$ cat src/rtl/out_seq_pkg.sv
// Shared types and helpers for the output write-back sequencer.
// Holds the FSM encoding, legal parameter ranges and the address function.
package out_seq_pkg;

  typedef enum logic {
    IDLE = 1'b0,
    RUN  = 1'b1
  } seq_state_t;

  localparam int LAT_MIN  = 2;
  localparam int LAT_MAX  = 8;
  localparam int PEND_MAX = 3;

  // Channel-major: ct*os+wi.  Window-major: wi*(od+1)+ct.  Caller truncates.
  function automatic logic [31:0] out_addr(input logic [31:0] ct,
                                           input logic [31:0] wi,
                                           input logic [31:0] od,
                                           input logic [31:0] os,
                                           input logic        interleave);
    return interleave ? (wi * (od + 32'd1) + ct) : (ct * os + wi);
  endfunction

endpackage

$ cat src/rtl/out_seq_pipe.sv
// LAT-stage delay line carrying {valid, first, addr} from issue to write-back.
// Always advances; rst clears every stage so nothing in flight survives.
module out_seq_pipe #(
  parameter int LAT = 3,
  parameter int AW  = 12
) (
  input  logic          clk,
  input  logic          rst,
  input  logic          in_valid,
  input  logic          in_first,
  input  logic [AW-1:0] in_addr,
  output logic          s1_valid,
  output logic          dly_valid,
  output logic          dly_first,
  output logic [AW-1:0] dly_addr
);

  logic [LAT-1:0] valid_q;
  logic [LAT-1:0] first_q;
  logic [AW-1:0]  addr_q [LAT];

  // NOTE: sequential state uses non-blocking assignments so every stage
  // samples its predecessor's pre-edge value and the shift stays ordered.
  always_ff @(posedge clk) begin
    if (rst) begin
      valid_q <= '0;
      first_q <= '0;
      for (int i = 0; i < LAT; i++) addr_q[i] <= '0;
    end else begin
      valid_q   <= {valid_q[LAT-2:0], in_valid};
      first_q   <= {first_q[LAT-2:0], in_first};
      addr_q[0] <= in_addr;
      for (int i = 1; i < LAT; i++) addr_q[i] <= addr_q[i-1];
    end
  end

  assign s1_valid  = valid_q[0];
  assign dly_valid = valid_q[LAT-1];
  assign dly_first = first_q[LAT-1];
  assign dly_addr  = addr_q[LAT-1];

endmodule

$ cat src/rtl/out_seq_ctrl.sv
// Output write-back sequencer: one channel sweep per queued k_fin, with
// back-pressure, a small request queue, sticky overflow and two address modes.
module out_seq_ctrl
  import out_seq_pkg::*;
#(
  parameter int CH_W = 4,
  parameter int WI_W = 10,
  parameter int AW   = 12,
  parameter int LAT  = 3,
  parameter int PEND = 2
) (
  input  logic            clk,
  input  logic            rst,
  input  logic            s_init,
  input  logic            k_fin,
  input  logic            dst_acc,
  input  logic            interleave,
  input  logic [CH_W-1:0] od,
  input  logic [WI_W-1:0] os,
  input  logic            out_ready,
  output logic            outr,
  output logic            accr,
  output logic [AW-1:0]   oa,
  output logic            update,
  output logic            out_busy,
  output logic            ovf
);

  localparam logic [1:0] PEND_V = 2'(PEND);

  seq_state_t      state_q, state_d;
  logic [CH_W-1:0] ct_q, od_q;
  logic [WI_W-1:0] wi_q, os_q, os_eff;
  logic            il_q;
  logic [1:0]      pcnt_q;
  logic            issue, last, start, accept;
  logic [AW-1:0]   issue_addr;
  logic            p_s1_valid, p_valid, p_first;
  logic [AW-1:0]   p_addr;

  always_ff @(posedge clk) begin
    if (rst) state_q <= IDLE;
    else     state_q <= state_d;
  end

  // NOTE: every combinational output gets a default first so no path
  // through the case leaves it unassigned and infers a latch.
  always_comb begin
    state_d = state_q;
    case (state_q)
      IDLE: if (pcnt_q != 2'd0) state_d = RUN;
      RUN:  if (issue && last && pcnt_q == 2'd0) state_d = IDLE;
      default: state_d = IDLE;
    endcase
  end

  always_comb begin
    issue    = (state_q == RUN) && out_ready;
    last     = (ct_q == od_q);
    start    = (pcnt_q != 2'd0) && ((state_q == IDLE) || (issue && last));
    out_busy = (state_q == RUN) || (pcnt_q != 2'd0);
  end

  // A start in the same cycle frees a slot, so a k_fin at a full queue is kept.
  assign accept = k_fin && ((pcnt_q != PEND_V) || start);
  assign os_eff = (os_q == '0) ? WI_W'(1) : os_q;

  always_ff @(posedge clk) begin
    if (rst) begin
      pcnt_q <= '0;
      ovf    <= 1'b0;
      ct_q   <= '0;
      wi_q   <= '0;
      od_q   <= '0;
      os_q   <= '0;
      il_q   <= 1'b0;
    end else begin
      case ({accept, start})
        2'b10:   pcnt_q <= pcnt_q + 2'd1;
        2'b01:   pcnt_q <= pcnt_q - 2'd1;
        default: pcnt_q <= pcnt_q;
      endcase
      if (k_fin && !accept) ovf <= 1'b1;

      if (start) begin
        ct_q <= '0;
        od_q <= od;
        os_q <= os;
        il_q <= interleave;
      end else if (issue && !last) begin
        ct_q <= ct_q + 1'b1;
      end

      if (s_init) begin
        wi_q <= '0;
      end else if (issue && last) begin
        wi_q <= (wi_q >= os_eff - 1'b1) ? '0 : wi_q + 1'b1;
      end
    end
  end

  assign issue_addr = AW'(out_addr(32'(ct_q), 32'(wi_q), 32'(od_q), 32'(os_q), il_q));

  out_seq_pipe #(
    .LAT (LAT),
    .AW  (AW)
  ) u_pipe (
    .clk       (clk),
    .rst       (rst),
    .in_valid  (issue),
    .in_first  (issue && (ct_q == '0)),
    .in_addr   (issue ? issue_addr : '0),
    .s1_valid  (p_s1_valid),
    .dly_valid (p_valid),
    .dly_first (p_first),
    .dly_addr  (p_addr)
  );

  assign outr   = p_valid;
  assign oa     = p_valid ? p_addr : '0;
  assign update = p_valid && p_first;
  assign accr   = p_s1_valid && dst_acc;

endmodule

$ cat config.mk
export PLATFORM = sky130hd
export DESIGN_NAME = out_seq_ctrl
export DESIGN_NICKNAME = d
export VERILOG_FILES = /design/src/rtl/out_seq_pkg.sv /design/src/rtl/out_seq_pipe.sv /design/src/rtl/out_seq_ctrl.sv
export SDC_FILE = /design/constraint.sdc
export NUM_CORES = 1
export LEC_CHECK = 0
export BUFFER_PORTS_ARGS = -buffer_cell sky130_fd_sc_hd__buf_2
export CORE_ASPECT_RATIO = 1.1
export CORE_MARGIN = 2
export CORE_UTILIZATION = 37
export CTS_CLUSTER_SIZE = 24
export DETAILED_ROUTE_END_ITERATION = 10
export PLACE_DENSITY = 0.57
export SLEW_MARGIN = 20
export SYNTH_ARGS = -nofsm -noshare
export SYNTH_HDL_FRONTEND = slang
export SYNTH_SLANG_ARGS = --single-unit
$ cat constraint.sdc
create_clock -name clk -period 5.15 [get_ports clk]
set_input_delay 0.515 -clock clk [delete_from_list [all_inputs] [get_ports clk]]
set_output_delay 0.515 -clock clk [all_outputs]
set_load 0.01 [all_outputs]
==> results of run 1 <==
cell type report:
| class | instances | share of cell area (%) |
|---|---|---|
| clock buffers | 9 | 3.423 |
| clock inverters | 7 | 0.8937 |
| inverters | 87 | 4.963 |
| multi-input cells | 473 | 60.83 |
| flip-flops and latches | 75 | 22.82 |
| well taps | 200 | 3.803 |
| repair buffers | 41 | 3.271 |
path summary, 6_finish.rpt:
path	endpoint	slack, ns	depth (start not counted)
worst max-delay path	u_pipe.addr_q[0][11]$_SDFF_PP0_	0.81	15
worst min-delay path	os_q[4]$_SDFFE_PP0P_	0.41	3
worst max register to register	u_pipe.addr_q[0][11]$_SDFF_PP0_	0.81	15
worst min register to register	u_pipe.addr_q[0][19]$_SDFF_PP0_	0.43	1
where the power goes:
part | internal (W) | switching, W | leakage (nW)
sequential | 0.000596 | 0.0000339 | 0.607
clock | 0.000334 | 0.000273 | 0.132
combinational | 0.0000891 | 0.000118 | 2.34
critical path: cells and delay by family, from the launching register on:
kind	cells	cell delay, ns
adder cells (fa/ha/maj)	5	1.89
XOR/XNOR	2	0.64
flip-flops	1	0.39
AO/OA/AOI/OAI	5	0.97
buffers and inverters	2	0.13
AND/OR/NAND/NOR	1	0.23
kinds of logic (layout without fill, tap and decap cells):
logic type	Yosys count	count (layout)	synth area share [%]
AOI/OAI and AO/OA	76	76	8.535
xor gates and xnor gates	45	45	6.748
adders and majority gates	103	103	27.96
buffers and inverters	111	144	7.526
DFF	75	75	25.23
muxes	21	21	3.532
and+or+nand+nor	228	228	20.48
sequential cells by signal, indices dropped and copies added, names as in the netlist, 2 cells and up:
register and flops:
u_pipe.addr_q 36, os_q 10, wi_q 10, ct_q 4, od_q 4, u_pipe.first_q 3
u_pipe.valid_q 3, pcnt_q 2
stage by stage:
step | hold slack [ns] | worst slack (ns)
CTS | 0.4016 | 0.8287
global placement | 0.4152 | 0.9388
global route | 0.4266 | 0.5049
floorplan | 0.4138 | 1.150
detailed placement | 0.4212 | 0.8268
finish | 0.4075 | 0.8096
Yosys cell counts, drive strengths merged, types with 11 or more instances:
library cell  instances  area [um2]
dfxtp                75        1501
and2                 59       369.1
ha                   53       663.1
xnor2                29       254.0
inv                  87       326.6
mux2i                21       210.2
nand2                32       120.1
clkbuf               14       52.55
a21oi                24       131.4
nor2b                33       206.5
fa                   50        1001
nor2                 56       210.2
xor2                 16       147.7
nor3                 11       55.05
cell usage in the layout (no fill, tap or decap), types with 2 or more instances in the layout:
cell type,instances
sky130_fd_sc_hd__xnor2_1,29
sky130_fd_sc_hd__a21oi_1,23
sky130_fd_sc_hd__and3_1,2
sky130_fd_sc_hd__ha_1,53
sky130_fd_sc_hd__or3_1,6
sky130_fd_sc_hd__dfxtp_1,75
sky130_fd_sc_hd__o21bai_1,5
sky130_fd_sc_hd__nor2b_1,33
sky130_fd_sc_hd__nor3_1,11
sky130_fd_sc_hd__o21a_1,3
sky130_fd_sc_hd__or4_1,2
sky130_fd_sc_hd__inv_1,87
sky130_fd_sc_hd__clkinvlp_4,3
sky130_fd_sc_hd__clkbuf_16,9
sky130_fd_sc_hd__and2_1,59
sky130_fd_sc_hd__buf_2,37
sky130_fd_sc_hd__mux2i_1,21
sky130_fd_sc_hd__a31oi_1,6
sky130_fd_sc_hd__nor4_1,2
sky130_fd_sc_hd__nor2_1,56
sky130_fd_sc_hd__fa_1,50
sky130_fd_sc_hd__buf_4,4
sky130_fd_sc_hd__xor2_1,15
sky130_fd_sc_hd__nand2_1,32
sky130_fd_sc_hd__o21ai_0,7
sky130_fd_sc_hd__nand2b_1,5
sky130_fd_sc_hd__inv_8,2
sky130_fd_sc_hd__a21o_1,8
sky130_fd_sc_hd__a211oi_1,10
sky130_fd_sc_hd__nand4_1,4
sky130_fd_sc_hd__nand3_1,9
metal layers:
metal | global-route usage (%) | vias to the layer above
met5 | 0 | -
met4 | 4.259 | 0
met3 | 2.854 | 17
met2 | 28.23 | 76
met1 | 18.88 | 2106
li1 | - | 2174
==> summary.txt, run 1 <==
Yosys
  – Gate Count Post-Synth: 659
  – Cell area after synthesis: 5952 um2
  – Syn Nets: 783
  – Number of synthesized flops with an enable pin: 0
  – Number of different library cells in the post-synthesis netlist: 53
  – Ys flop type: sky130_fd_sc_hd__dfxtp_1
  – Register area share after synthesis: 25.23%
  – FF+latch count, synth: 75
  – Count of yosys warnings during synthesis: 0
  – Mean Syn Cell Area: 9.032 um2
  – Proportion of synthesized flip-flops having asynchronous set or reset: 0%

Floorplanning
  – Die boundary height: 137.0 um
  – Chip width: 124.9 um
  – Core Area: 15740 um2
  – Boundary Pins: 38
  – Full die area: 17120 um2
  – Starting Density: 37.83%
  – Number of rows in the core area: 48

Layout
  – Fillcell total: 1570
  – Antenna diode instance count: 0
  – Cell area after layout: 6580 um2
  – Layout net count: 811
  – Area used by multi-input combinational logic: 4003 um2
  – Layout-stage area growth over the synthesis result: 10.55%
  – Area taken by flip-flops and latches: 1501 um2
  – Final design utilization: 41.82%
  – Final Instance Count excl. Fillers: 892
  – Fraction of layout cells with a size suffix above 1: 9.249%

Worst setup path
  – Slowest cell on crit path: sky130_fd_sc_hd__fa_1
  – Max FO, Critical Path: 10
  – Most used cell along the critical path: sky130_fd_sc_hd__fa_1
  – Ordered list of cells on the worst path: ha_1 > xor2_1 > and2_1 > fa_1 > inv_1 > fa_1 > fa_1 > inv_1 > ha_1 > o21ai_0 > o2bb2ai_1 > a31oi_1 > a31oi_1 > xnor2_1 > a211oi_1
  – Arrival time reported for the critical path endpoint: 4.59 ns
  – Crit-path max cell delay: 0.54 ns
  – Launch point of the critical path: od_q[1]$_SDFFE_PP0P_
  – Startpoint types: flop
  – Required time of the critical path: 5.40 ns
  – Critical path type: reg2reg
  – Startpoint of the worst-slack reg-to-reg timing path: od_q[1]$_SDFFE_PP0P_
  – Setup crit end kind: flop

Clocking
  – CTS-repair resized insts: 0
  – CTS max path bufs: 2
  – Level count of the clock H-tree: 3
  – CTS clock-pin slew for the worst setup and hold paths: 0.06 ns
  – TritonCTS sink count: 75
  – Number of buffers inserted during clock tree synthesis: 9
  – TritonCTS clock tree: yes
  – Cts-stage hold buffer count: 0
  – Cell chosen for the clock root: sky130_fd_sc_hd__clkbuf_16
  – Post-CTS setup buffer count: 0
  – Clock insertion delay at the later pin of the skew report: 0.34 ns

Global route
  – Number of global-route vias before repair: 4372
  – Pin count of the biggest net entering global routing: 55
  – First-pass GRT wire length: 21190 um
  – Leftover overflow at the end of global routing: 0
  – GRT Total Usage: 15.50%
  – Number of antenna violations at the first check in global routing: 0

Status
  – Status: finished, final reports clean

Route
  – Initial drt markers: 155
  – Vias after detailed routing: 4373
  – Routed met1 length: 5823 um
  – Highest routed metal layer: met4
  – Total length of routed met2 wires: 6441 um
  – Post-route antenna net violation count: 0
  – Final wirelength: 12830 um
  – DRC violations left: 0
  – Met3 WL post-DR: 358 um
  – Mean routed wirelength per cell: 14.39 um
  – Routed via count divided by cell count: 4.902
  – Number of detailed-route iterations in the first pass: 5

Timing
  – Shortest period the worst path allows: 4.340 ns
  – Setup violation total in the final timing report: 0
  – Post-route fraction of the period consumed by the critical path: 84.28%
  – Final count of pins violating max slew: 0
  – Final number of hold-violating endpoints: 0
  – Maximum clock skew at final layout: 0.006601 ns
  – Worst slew pin tran: 0.8803 ns
  – Fmax: 230.4 MHz
  – Max-slew headroom: 41.18%
  – Unrepaired setup endpoints after global routing: false
  – Total Neg Setup Slack: 0 ns

Placed design
  – Sum of net half-perimeters after detailed placement: 10250 um
  – Dpl cells: 876
  – # port buffers: 37
  – Final weighted congestion in routability-driven placement: 0.8791
  – Placed Area: 6296 um2

Pwr
  – Leakage: 3.074 nW
  – Power density of the placed cells: 219.5 nW/um2
  – Power consumption: 0.001444 W
  – Peak supply drop: 0.1370 mV

Run
  – Number of maximum-capacitance violations: 0

Worst hold path
  – Type of the worst min-delay path: in2reg
  – HP Start: os[4]
Power figures use the tool's default switching activity.
==> run 2, diff against run 1 <==
- clock period: 5.15 -> 4.3 ns (I/O delays scaled with it)
==> run 2 against run 1 <==
  * Non-clock buffer count is 4 higher
  * Sequential power increased by 19%
  * Routed wire length is 1.9% higher
  * Clock skew grew 0.0068 ns
  * Clock-buffer cell count increased by 2
  * Register-to-register slack got worse by 0.55 ns
  * Power is 27% higher
  * Sequential share of layout area down 0.35 points
  * Critical path depth up 1
  * Critical path type unchanged
==> summary.txt, run 2 (same netlist as run 1, synthesis figures left out) <==
Status
  – Status: finished, final reports clean

Layout
  – Final design utilization: 42.46%
  – Commonest non-fill, non-tap cell in the layout: sky130_fd_sc_hd__inv_1
  – Fillcell total: 1556
  – Register with the most flip-flops: u_pipe.addr_q
  – Layout net count: 815
  – Cell area after layout: 6681 um2
  – Largest register FFs: 36
  – Top library cells by usage in the layout, fill and taps aside: sky130_fd_sc_hd__inv_1, sky130_fd_sc_hd__dfxtp_1, sky130_fd_sc_hd__and2_1, sky130_fd_sc_hd__nor2_1, sky130_fd_sc_hd__ha_1
  – Antenna diode instance count: 0
  – Layout-stage area growth over the synthesis result: 12.26%
  – Fraction of layout cells with a size suffix above 1: 10.34%
  – Leading registers by flop count: u_pipe.addr_q: 36 flops, os_q: 10 flops, wi_q: 10 flops

Route
  – Routed via count divided by cell count: 4.836
  – Initial drt markers: 233
  – Number of detailed-route iterations in the first pass: 4
  – Vias after detailed routing: 4333
  – Final wirelength: 13080 um
  – Mean routed wirelength per cell: 14.60 um
  – DRC violations left: 0
  – Post-route antenna net violation count: 0

Placed design
  – Post-Place Setup Slack: 0.1602 ns
  – Final weighted congestion in routability-driven placement: 0.8602
  – Placed Area: 6326 um2
  – # port buffers: 37
  – Sum of net half-perimeters after detailed placement: 10420 um

Pwr
  – Peak supply drop: 0.2293 mV
  – Switching power: 0.0004889 W
  – Cell internal pwr: 0.001350 W
  – Proportion of power drawn by flip-flops and latches: 40.8%
  – Power density of the placed cells: 275.3 nW/um2
  – Part of the power in combinational logic: 13.9%
  – Switching portion of total power: 26.58%
  – Clock share of power: 45.2%
  – Leakage: 3.113 nW

Clocking
  – TritonCTS clock tree: yes
  – CTS max path bufs: 2
  – Post-CTS setup buffer count: 0
  – Clock insertion delay at the later pin of the skew report: 0.35 ns
  – Cell chosen for the clock root: sky130_fd_sc_hd__clkbuf_16
  – CTS clock-pin slew for the worst setup and hold paths: 0.07 ns
  – Number of buffers inserted during clock tree synthesis: 9
  – TritonCTS sink count: 75
  – Level count of the clock H-tree: 3

Global route
  – Leftover overflow at the end of global routing: 0
  – GRT Total Usage: 16.54%
  – Number of antenna violations at the first check in global routing: 0
  – Number of global-route vias before repair: 4579
  – Pin count of the biggest net entering global routing: 55
  – First-pass GRT wire length: 22360 um

Floorplanning
  – Full die area: 17120 um2
  – Core Area: 15740 um2
  – Starting Density: 37.83%
  – Die boundary height: 137.0 um
  – Chip width: 124.9 um
  – Number of rows in the core area: 48
  – Boundary Pins: 38

Timing
  – Min setup slack post-route: 0.2620 ns
  – Final number of hold-violating endpoints: 0
  – Post-route fraction of the period consumed by the critical path: 93.91%
  – Final count of pins violating max slew: 0
  – Total Neg Setup Slack: 0 ns
  – Maximum clock skew at final layout: 0.01343 ns
  – Worst slew pin tran: 0.9765 ns
  – Shortest period the worst path allows: 4.038 ns
  – Minimum hold slack: 0.3198 ns
  – Max-slew headroom: 34.90%
  – Fmax: 247.6 MHz
  – Setup violation total in the final timing report: 0
  – Unrepaired setup endpoints after global routing: false

Worst setup path
  – Setup crit end kind: flop
  – Arrival time reported for the critical path endpoint: 4.29 ns
  – Startpoint of the worst-slack reg-to-reg timing path: od_q[0]$_SDFFE_PP0P_
  – Max FO, Critical Path: 13
  – Capturing instance or port of the critical path: u_pipe.addr_q[0][11]$_SDFF_PP0_
  – Startpoint types: flop
  – Required time of the critical path: 4.55 ns
  – Critical path type: reg2reg
  – Launch point of the critical path: od_q[0]$_SDFFE_PP0P_
  – Setup slack on the worst flop-to-flop path: 0.26 ns
  – Terminus of the critical flop-to-flop path: u_pipe.addr_q[0][11]$_SDFF_PP0_
  – Logic depth of the worst register-to-register path: 16

Worst hold path
  – Type of the worst min-delay path: in2reg

Run
  – Number of maximum-capacitance violations: 0
run 2: area by class of cell:
type | count | area [um2] | area share [%]
Clock buffer | 11 | 242.7 | 3.633
Clock inverter | 5 | 83.83 | 1.255
Inverter | 87 | 326.6 | 4.888
Multi-Input combinational cell | 473 | 4031 | 60.34
Sequential cell | 75 | 1501 | 22.47
Tap cell | 200 | 250.2 | 3.745
Timing Repair Buffer | 45 | 245.2 | 3.670
run 2: worst max-delay path, cell delays in order (launching register included):
cell	delay, ns
sky130_fd_sc_hd__dfxtp_1	0.33
sky130_fd_sc_hd__buf_4	0.19
sky130_fd_sc_hd__nand3_1	0.10
sky130_fd_sc_hd__xor2_1	0.15
sky130_fd_sc_hd__buf_4	0.17
sky130_fd_sc_hd__nand2b_1	0.16
sky130_fd_sc_hd__fa_1	0.50
sky130_fd_sc_hd__fa_1	0.51
sky130_fd_sc_hd__fa_1	0.54
sky130_fd_sc_hd__inv_1	0.06
sky130_fd_sc_hd__ha_4	0.28
sky130_fd_sc_hd__o21a_1	0.13
sky130_fd_sc_hd__nand2_1	0.08
sky130_fd_sc_hd__a31oi_2	0.23
sky130_fd_sc_hd__a31oi_1	0.13
sky130_fd_sc_hd__xnor2_1	0.14
sky130_fd_sc_hd__a211oi_1	0.22
run 2: timing repair:
action / in CTS / in global routing
endpoints found under the hold margin: 0 / 0
gates resized for setup: 0 / 6
setup endpoints to repair: 0 / 3
hold buffers: 0 / 0
run 2: how the worst min path moves through the flow:
stage,from,end,slack (ns),cells past startpoint
5_1_grt,od[3],od_q[3]$_SDFFE_PP0P_,0.32,3
4_1_cts,os[0],os_q[0]$_SDFFE_PP0P_,0.30,3
3_5_place_dp,u_pipe.addr_q[0][14]$_SDFF_PP0_,u_pipe.addr_q[0][26]$_SDFF_PP0_,0.42,1
2_1_floorplan,u_pipe.addr_q[0][0]$_SDFF_PP0_,u_pipe.addr_q[0][12]$_SDFF_PP0_,0.41,1
6_report,os[0],os_q[0]$_SDFFE_PP0P_,0.32,3
3_3_place_gp,u_pipe.valid_q[1]$_SDFF_PP0_,u_pipe.valid_q[2]$_SDFF_PP0_,0.42,1
run 2: power by group through the flow:
stage	Clock [W]	Combinational, W	Sequential, W
after floorplan	0	0.000209	0.000746
after global placement	0	0.000250	0.000765
after detailed placement	0	0.000259	0.000766
after CTS	0.000861	0.000260	0.000751
after global routing	0.000883	0.000289	0.000755
final	0.000832	0.000256	0.000751
run 2: layer usage:
metal | vias to the layer above | wire [um] | track usage, %
met1 | 2034 | 5640 | 19.58
met5 | - | 0 | 0
met3 | 25 | 502 | 3.206
met2 | 95 | 6526 | 29.27
li1 | 2179 | - | -
met4 | 0 | 413 | 7.531
run 2: through the flow:
step / power [W] / cells
2_1_floorplan: 0.0009554 / 659
3_3_place_gp: 0.001015 / 880
3_5_place_dp: 0.001025 / 880
4_1_cts: 0.001872 / 896
5_1_grt: 0.001927 / 896
6_report: 0.001839 / 896
